### config.mk
export PLATFORM = sky130hd
export DESIGN_NAME = robo_wall_follower
export DESIGN_NICKNAME = d
export VERILOG_FILES = /design/src/rtl/robo_pkg.sv /design/src/rtl/robo_dir_lut.sv /design/src/rtl/robo_wall_follower.sv
export SDC_FILE = /design/constraint.sdc
export NUM_CORES = 1
export LEC_CHECK = 0
export CORE_MARGIN = 3
export CORE_UTILIZATION = 45
export CTS_CLUSTER_SIZE = 25
export DETAILED_ROUTE_END_ITERATION = 7
export DONT_BUFFER_PORTS = 1
export GPL_ROUTABILITY_DRIVEN = 0
export PLACE_DENSITY = 0.6
export SKIP_CTS_REPAIR_TIMING = 1
export SLEW_MARGIN = 25
export SYNTH_ARGS = -nofsm -noshare
export SYNTH_HDL_FRONTEND = slang
export SYNTH_SLANG_ARGS = --single-unit
### constraint.sdc
create_clock -name clock -period 2.5 [get_ports clock]
set_input_delay 0.5 -clock clock [delete_from_list [all_inputs] [get_ports clock]]
set_output_delay 0.5 -clock clock [all_outputs]
set_load 0.01 [all_outputs]
### src/rtl/robo_pkg.sv
// Shared encodings for the wall-follower robot: headings, move commands and FSM states.
package robo_pkg;

  // Heading codes as seen on orientacao.
  localparam logic [2:0] OR_N = 3'b001;
  localparam logic [2:0] OR_W = 3'b010;
  localparam logic [2:0] OR_E = 3'b011;
  localparam logic [2:0] OR_S = 3'b100;

  // Move command codes as seen on acao.
  localparam logic [2:0] ACT_NONE = 3'b000;
  localparam logic [2:0] ACT_N    = 3'b001;
  localparam logic [2:0] ACT_W    = 3'b010;
  localparam logic [2:0] ACT_S    = 3'b011;
  localparam logic [2:0] ACT_E    = 3'b100;

  localparam logic [2:0] TURN_LIMIT = 3'd4;

  typedef enum logic [2:0] {
    ST_IDLE   = 3'd0,
    ST_WAIT   = 3'd1,
    ST_DECIDE = 3'd2,
    ST_MOVE   = 3'd3,
    ST_DONE   = 3'd4
  } state_t;

  // Command that moves one cell in the direction of the given heading.
  function automatic logic [2:0] fwd_act(input logic [2:0] heading);
    logic [2:0] act;
    case (heading)
      OR_N:    act = ACT_N;
      OR_W:    act = ACT_W;
      OR_S:    act = ACT_S;
      OR_E:    act = ACT_E;
      default: act = ACT_NONE;
    endcase
    return act;
  endfunction

endpackage

### src/rtl/robo_dir_lut.sv
// Combinational heading table: left/right neighbours, forward command and the
// forward command of the left neighbour (used by turn-left-and-move).
module robo_dir_lut
  import robo_pkg::*;
(
  input  logic [2:0] heading,
  output logic [2:0] left_heading,
  output logic [2:0] right_heading,
  output logic [2:0] fwd_cmd,
  output logic [2:0] left_fwd_cmd
);

  always_comb begin
    left_heading  = OR_N;
    right_heading = OR_N;
    case (heading)
      OR_N: begin left_heading = OR_W; right_heading = OR_E; end
      OR_W: begin left_heading = OR_S; right_heading = OR_N; end
      OR_S: begin left_heading = OR_E; right_heading = OR_W; end
      OR_E: begin left_heading = OR_N; right_heading = OR_S; end
      default: begin left_heading = OR_N; right_heading = OR_N; end
    endcase
  end

  assign fwd_cmd      = fwd_act(heading);
  assign left_fwd_cmd = fwd_act(left_heading);

endmodule

### src/rtl/robo_wall_follower.sv
// Left-hand wall follower: WAIT -> DECIDE -> (MOVE | turn right) loop until the
// exit is reached, the move budget runs out, or four right turns find no way out.
module robo_wall_follower
  import robo_pkg::*;
#(
  parameter logic [7:0]  START_ROW = 8'd11,
  parameter logic [7:0]  START_COL = 8'd1,
  parameter logic [7:0]  EXIT_ROW  = 8'd0,
  parameter logic [7:0]  EXIT_COL  = 8'd20,
  parameter logic [15:0] MAX_STEPS = 16'd1000
) (
  input  logic        clock,
  input  logic        reset,
  input  logic        start,
  input  logic        head,
  input  logic        left,
  output logic [2:0]  acao,
  output logic [2:0]  orientacao,
  output logic        busy,
  output logic        done,
  output logic        found,
  output logic [15:0] step_cnt,
  output logic [7:0]  linha,
  output logic [7:0]  coluna,
  output logic [2:0]  fsm_state
);

  state_t      state_q,  state_d;
  logic [2:0]  acao_q,   acao_d;
  logic [2:0]  orient_q, orient_d;
  logic        busy_q,   busy_d;
  logic        done_q,   done_d;
  logic        found_q,  found_d;
  logic [15:0] step_q,   step_d;
  logic [2:0]  turn_q,   turn_d;
  logic [7:0]  linha_q,  linha_d;
  logic [7:0]  coluna_q, coluna_d;

  logic [2:0] left_heading, right_heading, fwd_cmd, left_fwd_cmd;

  robo_dir_lut u_dir_lut (
    .heading      (orient_q),
    .left_heading (left_heading),
    .right_heading(right_heading),
    .fwd_cmd      (fwd_cmd),
    .left_fwd_cmd (left_fwd_cmd)
  );

  always_comb begin
    state_d  = state_q;
    acao_d   = ACT_NONE;
    orient_d = orient_q;
    busy_d   = busy_q;
    done_d   = done_q;
    found_d  = found_q;
    step_d   = step_q;
    turn_d   = turn_q;
    linha_d  = linha_q;
    coluna_d = coluna_q;
    case (state_q)
      ST_IDLE: begin
        if (start) begin
          state_d = ST_WAIT;
          busy_d  = 1'b1;
        end
      end
      ST_WAIT: state_d = ST_DECIDE;
      ST_DECIDE: begin
        if (linha_q == EXIT_ROW && coluna_q == EXIT_COL) begin
          state_d = ST_DONE;
          found_d = 1'b1;
          done_d  = 1'b1;
          busy_d  = 1'b0;
        end else if (step_q == MAX_STEPS || turn_q == TURN_LIMIT) begin
          state_d = ST_DONE;
          done_d  = 1'b1;
          busy_d  = 1'b0;
        end else if (!left) begin
          orient_d = left_heading;
          acao_d   = left_fwd_cmd;
          state_d  = ST_MOVE;
        end else if (!head) begin
          acao_d  = fwd_cmd;
          state_d = ST_MOVE;
        end else begin
          orient_d = right_heading;
          turn_d   = (turn_q == TURN_LIMIT) ? TURN_LIMIT : turn_q + 3'd1;
          state_d  = ST_WAIT;
        end
      end
      ST_MOVE: begin
        // Position follows the command that was on acao during this cycle.
        case (acao_q)
          ACT_N:   linha_d  = linha_q - 8'd1;
          ACT_W:   coluna_d = coluna_q - 8'd1;
          ACT_S:   linha_d  = linha_q + 8'd1;
          ACT_E:   coluna_d = coluna_q + 8'd1;
          default: ;
        endcase
        step_d  = step_q + 16'd1;
        turn_d  = 3'd0;
        state_d = ST_WAIT;
      end
      ST_DONE: state_d = ST_DONE;
      default: state_d = ST_IDLE;
    endcase
  end

  always_ff @(posedge clock or posedge reset) begin
    if (reset) begin
      state_q  <= ST_IDLE;
      acao_q   <= ACT_NONE;
      orient_q <= OR_N;
      busy_q   <= 1'b0;
      done_q   <= 1'b0;
      found_q  <= 1'b0;
      step_q   <= 16'd0;
      turn_q   <= 3'd0;
      linha_q  <= START_ROW;
      coluna_q <= START_COL;
    end else begin
      state_q  <= state_d;
      acao_q   <= acao_d;
      orient_q <= orient_d;
      busy_q   <= busy_d;
      done_q   <= done_d;
      found_q  <= found_d;
      step_q   <= step_d;
      turn_q   <= turn_d;
      linha_q  <= linha_d;
      coluna_q <= coluna_d;
    end
  end

  assign acao       = acao_q;
  assign orientacao = orient_q;
  assign busy       = busy_q;
  assign done       = done_q;
  assign found      = found_q;
  assign step_cnt   = step_q;
  assign linha      = linha_q;
  assign coluna     = coluna_q;
  assign fsm_state  = state_q;

endmodule
==> run_summary.xml <==
<?xml version="1.0" encoding="UTF-8"?>
<metrics>
  <group name="timing">
    <metric name="finalClockSkew" unit="ns">0.00820</metric>
    <metric name="period_needed" unit="ns">2.32</metric>
    <metric name="whs" unit="ns">0.168</metric>
    <metric name="setup-violations-final" unit="">0</metric>
    <metric name="final-hold-violation-count" unit="">0</metric>
    <metric name="max_slew_margin" unit="%">55.3</metric>
    <metric name="share_of_the_clock_period_used_by_the_worst_path" unit="%">92.9</metric>
    <metric name="setup_slack" unit="ns">0.179</metric>
    <metric name="worst_slew_pin_tran" unit="ns">0.669</metric>
    <metric name="fin_setup_tns" unit="ns">0</metric>
    <metric name="rsz0062_at_grt" unit="">false</metric>
    <metric name="maxSlewViolCount" unit="">0</metric>
    <metric name="achievable-frequency" unit="MHz">431</metric>
  </group>
  <group name="global_route">
    <metric name="globalRoute.totalOverflow" unit="">0</metric>
    <metric name="global_route_wire_length_before_repair" unit="mm">10.1</metric>
    <metric name="grt_max_degree" unit="">31</metric>
    <metric name="global_route.usage.total" unit="%">17.2</metric>
    <metric name="first_global_vias" unit="">2029</metric>
    <metric name="grt_antenna_before_repair" unit="">0</metric>
  </group>
  <group name="worst_setup_path">
    <metric name="reg2reg_to" unit="">coluna[7]</metric>
    <metric name="critPathMaxFanout" unit="">7</metric>
    <metric name="reg2reg_slack" unit="ns">0.18</metric>
    <metric name="startpoint_type" unit="">flop</metric>
    <metric name="ff2ff_path_depth" unit="">8</metric>
    <metric name="r2r-start" unit="">acao[2]</metric>
    <metric name="worstPathArrival" unit="ns">2.51</metric>
    <metric name="timing.setup.critical_path_class" unit="">reg -&gt; reg</metric>
    <metric name="worst_setup_path_end_kind" unit="">flop</metric>
    <metric name="critical_path_required" unit="ns">2.69</metric>
  </group>
  <group name="synth">
    <metric name="yosysUniqueCellTypes" unit="">56</metric>
    <metric name="ys.flop_type" unit="">sky130_fd_sc_hd__dfrtp_1</metric>
    <metric name="yosys-top-cells-area" unit="">sky130_fd_sc_hd__dfrtp_1 37%, sky130_fd_sc_hd__ha_1 7.1%, sky130_fd_sc_hd__xnor2_1 5.3%</metric>
    <metric name="synth.largest_area_cell" unit="">sky130_fd_sc_hd__dfrtp_1</metric>
    <metric name="synth_edf_count" unit="">0</metric>
    <metric name="postSynthNetCount" unit="">311</metric>
    <metric name="yosys_register_bits" unit="">47</metric>
    <metric name="async_flop_share" unit="%">100</metric>
    <metric name="synthesis.area_per_instance" unit="um^2">9.74</metric>
    <metric name="synth-warning-count" unit="">0</metric>
    <metric name="mappedNetlistArea" unit="mm^2">0.00281</metric>
    <metric name="gate_count_after_technology_mapping" unit="">288</metric>
    <metric name="synth_seq_area_share" unit="%">42.1</metric>
    <metric name="yosysTopAreaCellShare" unit="%">37.4</metric>
  </group>
  <group name="power_and_ir_drop">
    <metric name="ir_worst_vdd" unit="mV">0.593</metric>
    <metric name="p_leak" unit="uW">0.00139</metric>
    <metric name="sw_frac_of_total" unit="%">41.3</metric>
    <metric name="relative_contribution_of_sequential_cells_to_total_power" unit="%">38.7</metric>
    <metric name="pwr_density_cell" unit="mW/mm^2">1160</metric>
    <metric name="combPwrFrac" unit="%">44.6</metric>
    <metric name="clock_power_share" unit="%">16.7</metric>
    <metric name="p_int" unit="uW">2120</metric>
    <metric name="report.power.total" unit="uW">3610</metric>
    <metric name="p_switching" unit="uW">1490</metric>
  </group>
  <group name="final_layout">
    <metric name="most-common-layout-cells" unit="">42 x sky130_fd_sc_hd__dfrtp_1, 29 x sky130_fd_sc_hd__nand2_1, 20 x sky130_fd_sc_hd__nor2_1, 17 x sky130_fd_sc_hd__xnor2_1</metric>
    <metric name="num-fill-cells" unit="">533</metric>
    <metric name="post_route_cells_drive_above_1_share" unit="%">15.0</metric>
    <metric name="sequential_cell_area" unit="mm^2">0.00118</metric>
    <metric name="multiInputGateArea" unit="mm^2">0.00154</metric>
    <metric name="final_common_cell" unit="">sky130_fd_sc_hd__dfrtp_1</metric>
    <metric name="num-nets-final" unit="">323</metric>
    <metric name="synthToLayoutAreaGrowth" unit="%">10.5</metric>
    <metric name="antenna_cells_inserted" unit="">0</metric>
    <metric name="layout.core_utilization" unit="%">51.8</metric>
  </group>
  <group name="clocking">
    <metric name="worst_setup_hold_path_clk_slew" unit="ns">0.10</metric>
    <metric name="cts_buffer_depth" unit="">2</metric>
    <metric name="cts_tree" unit="">built</metric>
    <metric name="worstSkewPairLatency" unit="ns">0.30</metric>
    <metric name="cts_inserted_buffers" unit="">5</metric>
    <metric name="tritoncts_num_sinks" unit="">47</metric>
    <metric name="cts_root_buf" unit="">sky130_fd_sc_hd__clkbuf_8</metric>
    <metric name="cts_h_tree_lvls" unit="">2</metric>
  </group>
  <group name="floorplan">
    <metric name="core_region_area" unit="mm^2">0.00599</metric>
    <metric name="row_count" unit="">28</metric>
    <metric name="fp.dieArea" unit="mm^2">0.00722</metric>
    <metric name="initial_utilization" unit="%">46.8</metric>
    <metric name="die_h" unit="um">85.0</metric>
    <metric name="overall_die_width" unit="um">85.0</metric>
    <metric name="ios" unit="">49</metric>
  </group>
  <group name="place">
    <metric name="buffer_ports.inserted" unit="">0</metric>
    <metric name="place_worst_setup_slack" unit="ns">0.121</metric>
    <metric name="place_hpwl" unit="mm">4.43</metric>
  </group>
  <group name="worst_hold_path">
    <metric name="path_type_of_the_worst_min_delay_path" unit="">in -&gt; async</metric>
  </group>
  <group name="detailed_routing">
    <metric name="detail_route.drc_violations" unit="">0</metric>
    <metric name="routedWlPerCell" unit="um">15.5</metric>
    <metric name="postRouteAntennaNets" unit="">0</metric>
    <metric name="dr.first_iter.drc_count" unit="">88</metric>
    <metric name="drt-vias-per-instance" unit="">5.56</metric>
    <metric name="routed-via-count" unit="">2089</metric>
    <metric name="detail_route.first_pass.iterations" unit="">4</metric>
    <metric name="routed_wl" unit="mm">5.84</metric>
  </group>
  <group name="flow_run">
    <metric name="cap_viol_max_count" unit="">0</metric>
  </group>
  <group name="status">
    <metric name="outcome" unit="">completed</metric>
  </group>
</metrics>
worst max-delay path by stage:
| stage | start | to | cells past startpoint |
|---|---|---|---|
| 2_1_floorplan | acao[2] | linha[6] | 8 |
| 4_1_cts | acao[2] | linha[6] | 8 |
| 5_1_grt | acao[2] | coluna[7] | 8 |
| 3_5_place_dp | acao[2] | linha[6] | 8 |
| 6_report | acao[2] | coluna[7] | 8 |
| 3_3_place_gp | acao[2] | coluna[7] | 8 |
cell families (layout without fill, tap and decap cells):
group | after synthesis | count (layout) | share of synthesized area, %
AND/OR/NAND/NOR | 113 | 113 | 21.8
AO/OA/AOI/OAI | 50 | 50 | 12.1
flip-flops | 47 | 47 | 42.1
XOR/XNOR | 29 | 29 | 9.05
buffers and inverters | 24 | 37 | 3.70
adder cells (fa/ha/maj) | 18 | 18 | 8.56
multiplexers | 7 | 7 | 2.67
Yosys cell counts, types with 3 or more instances:
master / count
sky130_fd_sc_hd__and2_1: 3
sky130_fd_sc_hd__xnor2_1: 17
sky130_fd_sc_hd__a21o_1: 5
sky130_fd_sc_hd__nor3b_1: 5
sky130_fd_sc_hd__nand3_1: 10
sky130_fd_sc_hd__nand2_1: 30
sky130_fd_sc_hd__inv_1: 14
sky130_fd_sc_hd__nand2b_1: 5
sky130_fd_sc_hd__nor3_1: 9
sky130_fd_sc_hd__nor2b_1: 3
sky130_fd_sc_hd__o21bai_1: 3
sky130_fd_sc_hd__dfstp_2: 5
sky130_fd_sc_hd__ha_1: 16
sky130_fd_sc_hd__nor2_1: 20
sky130_fd_sc_hd__clkbuf_1: 6
sky130_fd_sc_hd__a21oi_1: 14
sky130_fd_sc_hd__or4_1: 3
sky130_fd_sc_hd__o21ai_0: 12
sky130_fd_sc_hd__or2_2: 3
sky130_fd_sc_hd__xor2_1: 12
sky130_fd_sc_hd__mux2_2: 4
sky130_fd_sc_hd__mux2i_1: 3
sky130_fd_sc_hd__nand4_1: 4
sky130_fd_sc_hd__dfrtp_1: 42
state kept, by name, indices dropped and copies added (netlist names):
signal / flops
fsm_state: 3
found: 1
done: 1
acao: 3
linha: 8
step_cnt: 16
busy: 1
orientacao: 3
turn_q: 3
coluna: 8
power by group through the flow:
stage	sequential [uW]	clock, uW	combinational, uW
finish	1400	601	1610
global route	1450	640	1830
global placement	1420	0	1570
CTS	1400	617	1600
floorplan	1340	0	1280
detailed placement	1420	0	1590
layer usage:
metal	GRT usage, %	wire length [um]	vias up
met5	0	0	-
met4	4.17	55	0
li1	-	-	1041
met2	27.2	2760	45
met3	5.24	374	6
met1	23.3	2660	997
through the flow:
step                      instance area [um^2]  std cells
after detailed placement                  2960        368
after global placement                    2960        368
after CTS                                 3080        376
final                                     3100        376
after floorplan                           2810        288
after global routing                      3100        376
cell type report:
class	count	share of cell area, %
clock inverters	2	1.25
inverters	14	1.69
well taps	75	3.03
clock buffers	6	2.66
multi-input cells	217	49.6
flip-flops and latches	47	38.1
repair buffers	15	3.63
critical path, stage by stage, from the launching register on:
cell,delay (ns)
sky130_fd_sc_hd__dfrtp_1,0.46
sky130_fd_sc_hd__nor2b_1,0.28
sky130_fd_sc_hd__nand2b_2,0.19
sky130_fd_sc_hd__ha_1,0.31
sky130_fd_sc_hd__a21oi_1,0.24
sky130_fd_sc_hd__o2111ai_1,0.19
sky130_fd_sc_hd__and3_1,0.20
sky130_fd_sc_hd__o21ba_2,0.21
sky130_fd_sc_hd__xor2_1,0.13
No activity file was read; power rests on OpenSTA's default activity.
